[src/rtl/seg7_scan_driver.sv]
// seg7_scan_driver
//   Time-multiplexed driver for a 4-digit 7-segment display. Rotates a
//   one-hot digit select toward an external 4:1 digit mux, decodes the
//   value the mux returns, and drives active-low anodes/cathodes with a
//   dead interval at the start of each slot to suppress ghosting.
//
// Parameters
//   PRESCALE      clk cycles per digit slot (>= 2)
//   BLANK_CYCLES  dead cycles at the start of each slot (1 .. PRESCALE-1)
//
// Ports
//   clk         system clock
//   rst         synchronous active-high reset
//   en          display enable
//   sel[3:0]    one-hot digit select to the mux S input (registered)
//   num[3:0]    selected digit value
//   err         selected error flag
//   blank       selected blank flag
//   dec_point   selected decimal point
//   an[3:0]     anodes, active-low, an[i] = digit i
//   seg[6:0]    cathodes, active-low, {g,f,e,d,c,b,a}
//   dp_n        decimal-point cathode, active-low
//   frame_tick  one-cycle pulse when sel wraps from 1000 to 0001
module seg7_scan_driver #(
  parameter int PRESCALE     = 50000,
  parameter int BLANK_CYCLES = 2
) (
  input  logic       clk,
  input  logic       rst,
  input  logic       en,
  output logic [3:0] sel,
  input  logic [3:0] num,
  input  logic       err,
  input  logic       blank,
  input  logic       dec_point,
  output logic [3:0] an,
  output logic [6:0] seg,
  output logic       dp_n,
  output logic       frame_tick
);

  localparam int CW = (PRESCALE > 2) ? $clog2(PRESCALE) : 1;
  localparam logic [CW-1:0] CNT_LAST = CW'(PRESCALE - 1);
  localparam logic [CW-1:0] CNT_ON   = CW'(BLANK_CYCLES);

  // Decode one digit into {dp_n, seg}; err outranks blank, blank outranks num.
  function automatic logic [7:0] decode(input logic e, input logic b,
                                        input logic [3:0] n, input logic d);
    logic [6:0] g;
    if (e) begin
      decode = {1'b1, 7'b0000110};
    end else if (b) begin
      decode = {1'b1, 7'b1111111};
    end else begin
      case (n)
        4'h0:    g = 7'b1000000;
        4'h1:    g = 7'b1111001;
        4'h2:    g = 7'b0100100;
        4'h3:    g = 7'b0110000;
        4'h4:    g = 7'b0011001;
        4'h5:    g = 7'b0010010;
        4'h6:    g = 7'b0000010;
        4'h7:    g = 7'b1111000;
        4'h8:    g = 7'b0000000;
        4'h9:    g = 7'b0010000;
        4'hA:    g = 7'b0001000;
        4'hB:    g = 7'b0000011;
        4'hC:    g = 7'b1000110;
        4'hD:    g = 7'b0100001;
        4'hE:    g = 7'b0000110;
        4'hF:    g = 7'b0001110;
        default: g = 7'b1111111;
      endcase
      decode = {~d, g};
    end
  endfunction

  logic [CW-1:0] cnt_r;
  logic [CW-1:0] cnt_nxt_s;
  logic [3:0]    sel_nxt_s;
  logic [3:0]    an_nxt_s;
  logic          tick_nxt_s;
  logic [7:0]    dec_s;

  // Next slot counter, digit select, anode pattern and frame pulse.
  always_comb begin
    cnt_nxt_s  = cnt_r;
    sel_nxt_s  = sel;
    tick_nxt_s = 1'b0;
    an_nxt_s   = 4'b1111;
    if (!en) begin
      // Disabled: park at the start of the held digit's slot.
      cnt_nxt_s = {CW{1'b0}};
    end else if (cnt_r == CNT_LAST) begin
      cnt_nxt_s  = {CW{1'b0}};
      sel_nxt_s  = {sel[2:0], sel[3]};
      tick_nxt_s = (sel == 4'b1000);
    end else begin
      cnt_nxt_s = cnt_r + {{(CW-1){1'b0}}, 1'b1};
    end
    // Anodes follow the next-state counter so they switch on the same edge.
    if (en && (cnt_nxt_s >= CNT_ON)) begin
      an_nxt_s = ~sel_nxt_s;
    end else begin
      an_nxt_s = 4'b1111;
    end
  end

  // Segment decode of the currently presented mux inputs.
  always_comb begin
    dec_s = decode(err, blank, num, dec_point);
  end

  // Scan state and registered outputs.
  always_ff @(posedge clk) begin
    if (rst) begin
      cnt_r      <= {CW{1'b0}};
      sel        <= 4'b0001;
      an         <= 4'b1111;
      seg        <= 7'b1111111;
      dp_n       <= 1'b1;
      frame_tick <= 1'b0;
    end else begin
      cnt_r      <= cnt_nxt_s;
      sel        <= sel_nxt_s;
      an         <= an_nxt_s;
      seg        <= dec_s[6:0];
      dp_n       <= dec_s[7];
      frame_tick <= tick_nxt_s;
    end
  end

endmodule

[config.mk]
export PLATFORM = sky130hd
export DESIGN_NAME = seg7_scan_driver
export DESIGN_NICKNAME = d
export VERILOG_FILES = /design/src/rtl/seg7_scan_driver.sv
export SDC_FILE = /design/constraint.sdc
export NUM_CORES = 1
export LEC_CHECK = 0
export BUFFER_PORTS_ARGS = -buffer_cell sky130_fd_sc_hd__buf_4
export CAP_MARGIN = 5
export CORE_ASPECT_RATIO = 1.2
export CORE_MARGIN = 5
export CORE_UTILIZATION = 35
export DETAILED_ROUTE_END_ITERATION = 10
export SYNTH_ARGS = -nofsm -noshare
export SYNTH_HDL_FRONTEND = slang
export SYNTH_SLANG_ARGS = --single-unit
[constraint.sdc]
create_clock -name clk -period 2.6 [get_ports clk]
set_input_delay 0.13 -clock clk [delete_from_list [all_inputs] [get_ports clk]]
set_output_delay 0.13 -clock clk [all_outputs]
set_load 0.005 [all_outputs]
==> results.cfg <==
[clock_network]
cts_sinks = 33
htreeDepth = 2
worstSkewPairLatency_ps = 280
path_clk_slew_ps = 70
cts_buffer_depth = 2
cts-root-buf = clkbuf_8
numCtsBuffers = 5
hold_buffers = 1
post-cts-setup-buffer-count = 0
cts-resized-gates = 0
cts_tree = yes

[finish]
drive_gt1_share_pct = 22.2
fillers = 503
n_antenna_cell = 0
fin_nets = 229
fin_area_um2 = 2080
syn2layout_area_growth_pct = 18.9

[grt]
grt_pass1_wl_um = 5780
track_usage_pct = 11.2
antenna_found_initial = 0
grt-ovfl-total = 0
grt_start_max_net_pins = 18
grt_pass1_vias = 1262

[logic_synthesis]
async_flop_share_pct = 0
yosysSeqAreaShare_pct = 37.8
yosys_warnings = 0
postSynthCellCount = 188
synth_commonest_cells = dfxtp_1 (33), nor2_1 (27), xnor2_1 (9)
synth_seq_cells = 33
synth_top_flop_cell = dfxtp_1
synth_area_leaders = dfxtp_1 (38%), nor2_1 (5.8%), ha_1 (5.0%)
syn_nets = 205
yosys.cell_count.top_type = dfxtp_1
synth_edf_count = 0
synth.cell_area_um2 = 1750
synth_top_cell_by_area = dfxtp_1
yosysUniqueCellTypes = 47
netlist.area_leader.share_pct = 37.8
synth.avg_cell_area_um2 = 9.29

[power_and_ir_drop]
pwr-share-clk_pct = 38.8
pwr_density_cell_nw_per_um2 = 478
combPwrFrac_pct = 8.9
p_sw_mw = 0.223
total_power_mw = 0.993
power_leakage_nw = 0.818
seq_power_share_pct = 52.2
power.internal_mw = 0.770
p_sw_share_pct = 22.5
peakVddDrop_v = 0.000249

[route]
wl_per_cell_um = 12.0
drt_wl_total_um = 3260
antenna_left = 0
drtPass1Iterations = 4
vias = 1351
drt-initial-drc-count = 42
route.detailed.drc = 0
via_per_inst = 4.97

[setup_path]
worstPathArrival_ps = 2150
cp-end-kind = flip-flop
critPathRequiredTime_ps = 2770
rrSetupSlack_ps = 630
cp.depth = 5
cp_num_buf_inv = 0
r2r_end = sel[0]$_SDFF_PP1_
crit_chain = ha_1 > and3_1 > nand4_1 > or2_0 > a211o_1
r2r_cells = 5
critPathTopFamily = simple AND/OR/NAND/NOR gates
crit_path_top_delay_cell = or2_0
cp_max_fo = 7
cp_slowest_stage_delay_ps = 410
critPathKind = flip-flop to flip-flop
cp-start-kind = flip-flop
r2r_start = cnt_r[0]$_SDFF_PP0_

[die]
io-pin-count = 27
die_h_um = 87.4
die_width_um = 74.5
rows = 28
coreArea_um2 = 4900
dieArea_um2 = 6510
initial_utilization_pct = 35.6

[hold_path]
hold_path_class = input pin to flip-flop
min_path_cells = 2
hp-start = err
hold_end = seg[4]$_SDFF_PP1_

[timing]
rsz0062_at_grt = no
fin_crit_sh_pct = 75.9
min_period_ps = 1970
maxSlewViolCount = 0
worst_slew_pin_slew_ps = 633
tns_ps = 0
worst_clock_skew_ps = 9.27
fmax_mhz = 507
finalSetupViolations = 0
hold_viol = 0
slew_headroom_pct = 57.4

[status]
status = finished, final reports clean

[placement]
hpwl_um = 2540
port_buffers = 26
gp_congestion = 0.756
postPlaceCellArea_um2 = 1980

[flow_run]
cap_violations = 0
state kept, by name (all words and copies together) (netlist names):
signal	count
dp_n	1
cnt_r	16
frame_tick	1
seg	7
sel	4
an	4
cells by family after synthesis:
kind of cell | after synthesis | share of synthesized area, %
simple gates | 78 | 25.7
buf+inv | 19 | 4.44
compound gates | 25 | 12.2
xor+xnor | 14 | 7.02
flops | 33 | 37.8
mux | 12 | 7.81
fa+ha+maj | 7 | 5.01
how the worst max path moves through the flow:
stage | slack, ps | to | start
6_report | 630 | sel[0]$_SDFF_PP1_ | cnt_r[0]$_SDFF_PP0_
5_1_grt | 360 | an[2]$_SDFF_PP1_ | cnt_r[0]$_SDFF_PP0_
4_1_cts | 630 | sel[0]$_SDFF_PP1_ | cnt_r[0]$_SDFF_PP0_
3_5_place_dp | 640 | sel[0]$_SDFF_PP1_ | cnt_r[0]$_SDFF_PP0_
3_3_place_gp | 670 | sel[0]$_SDFF_PP1_ | cnt_r[0]$_SDFF_PP0_
2_1_floorplan | 830 | sel[0]$_SDFF_PP1_ | cnt_r[0]$_SDFF_PP0_
layout by cell type, fill, tap and decap left out, drive strengths merged, types with 2 or more instances in the layout:
| master | n |
|---|---|
| xor2 | 5 |
| nor4 | 3 |
| mux2i | 8 |
| o21ba | 2 |
| nand3 | 8 |
| ha | 7 |
| and3 | 5 |
| a2111oi | 2 |
| buf | 27 |
| dfxtp | 33 |
| or2 | 2 |
| nor3 | 8 |
| a211oi | 4 |
| inv | 8 |
| mux2 | 3 |
| o21ai | 4 |
| and4b | 4 |
| xnor2 | 9 |
| clkbuf | 6 |
| nand4 | 6 |
| nor2 | 27 |
| nand2 | 7 |
| nand3b | 2 |
| o21bai | 5 |
per-layer routing:
layer	vias to the layer above	wire [um]	track usage [%]
met5	-	0	0
met1	615	1490	13.4
met2	18	1600	18.8
met4	0	38	2.91
met3	4	140	3.81
li1	714	-	-
power groups by stage:
stage | sequential (mW) | clock [mW] | combinational [mW]
after detailed placement | 0.530 | 0 | 0.0893
after global routing | 0.519 | 0.428 | 0.0991
final | 0.519 | 0.386 | 0.0887
after floorplan | 0.531 | 0 | 0.0488
after CTS | 0.518 | 0.401 | 0.0905
after global placement | 0.530 | 0 | 0.0896
final cells by class:
class                   instances  area (um2)  area share, %
inverters                       8        30.0           1.45
clock inverters                 1        7.51          0.361
well taps                      60        75.1           3.61
multi-input cells             136        1010           48.6
clock buffers                   6        82.6           3.98
repair buffers                 28         213           10.2
flip-flops and latches         33         661           31.8
through the flow:
stage | std cells | hold WS, ps | util [%] | worst slack (ps)
2_1_floorplan | 188 | 192 | - | 832
3_3_place_gp | 264 | 294 | 40.3 | 668
3_5_place_dp | 264 | 295 | 40.3 | 637
4_1_cts | 272 | 76.0 | 42.3 | 627
5_1_grt | 272 | 76.7 | 42.3 | 360
6_report | 272 | 85.2 | 42.3 | 627
(Power assumes the default switching activity.)
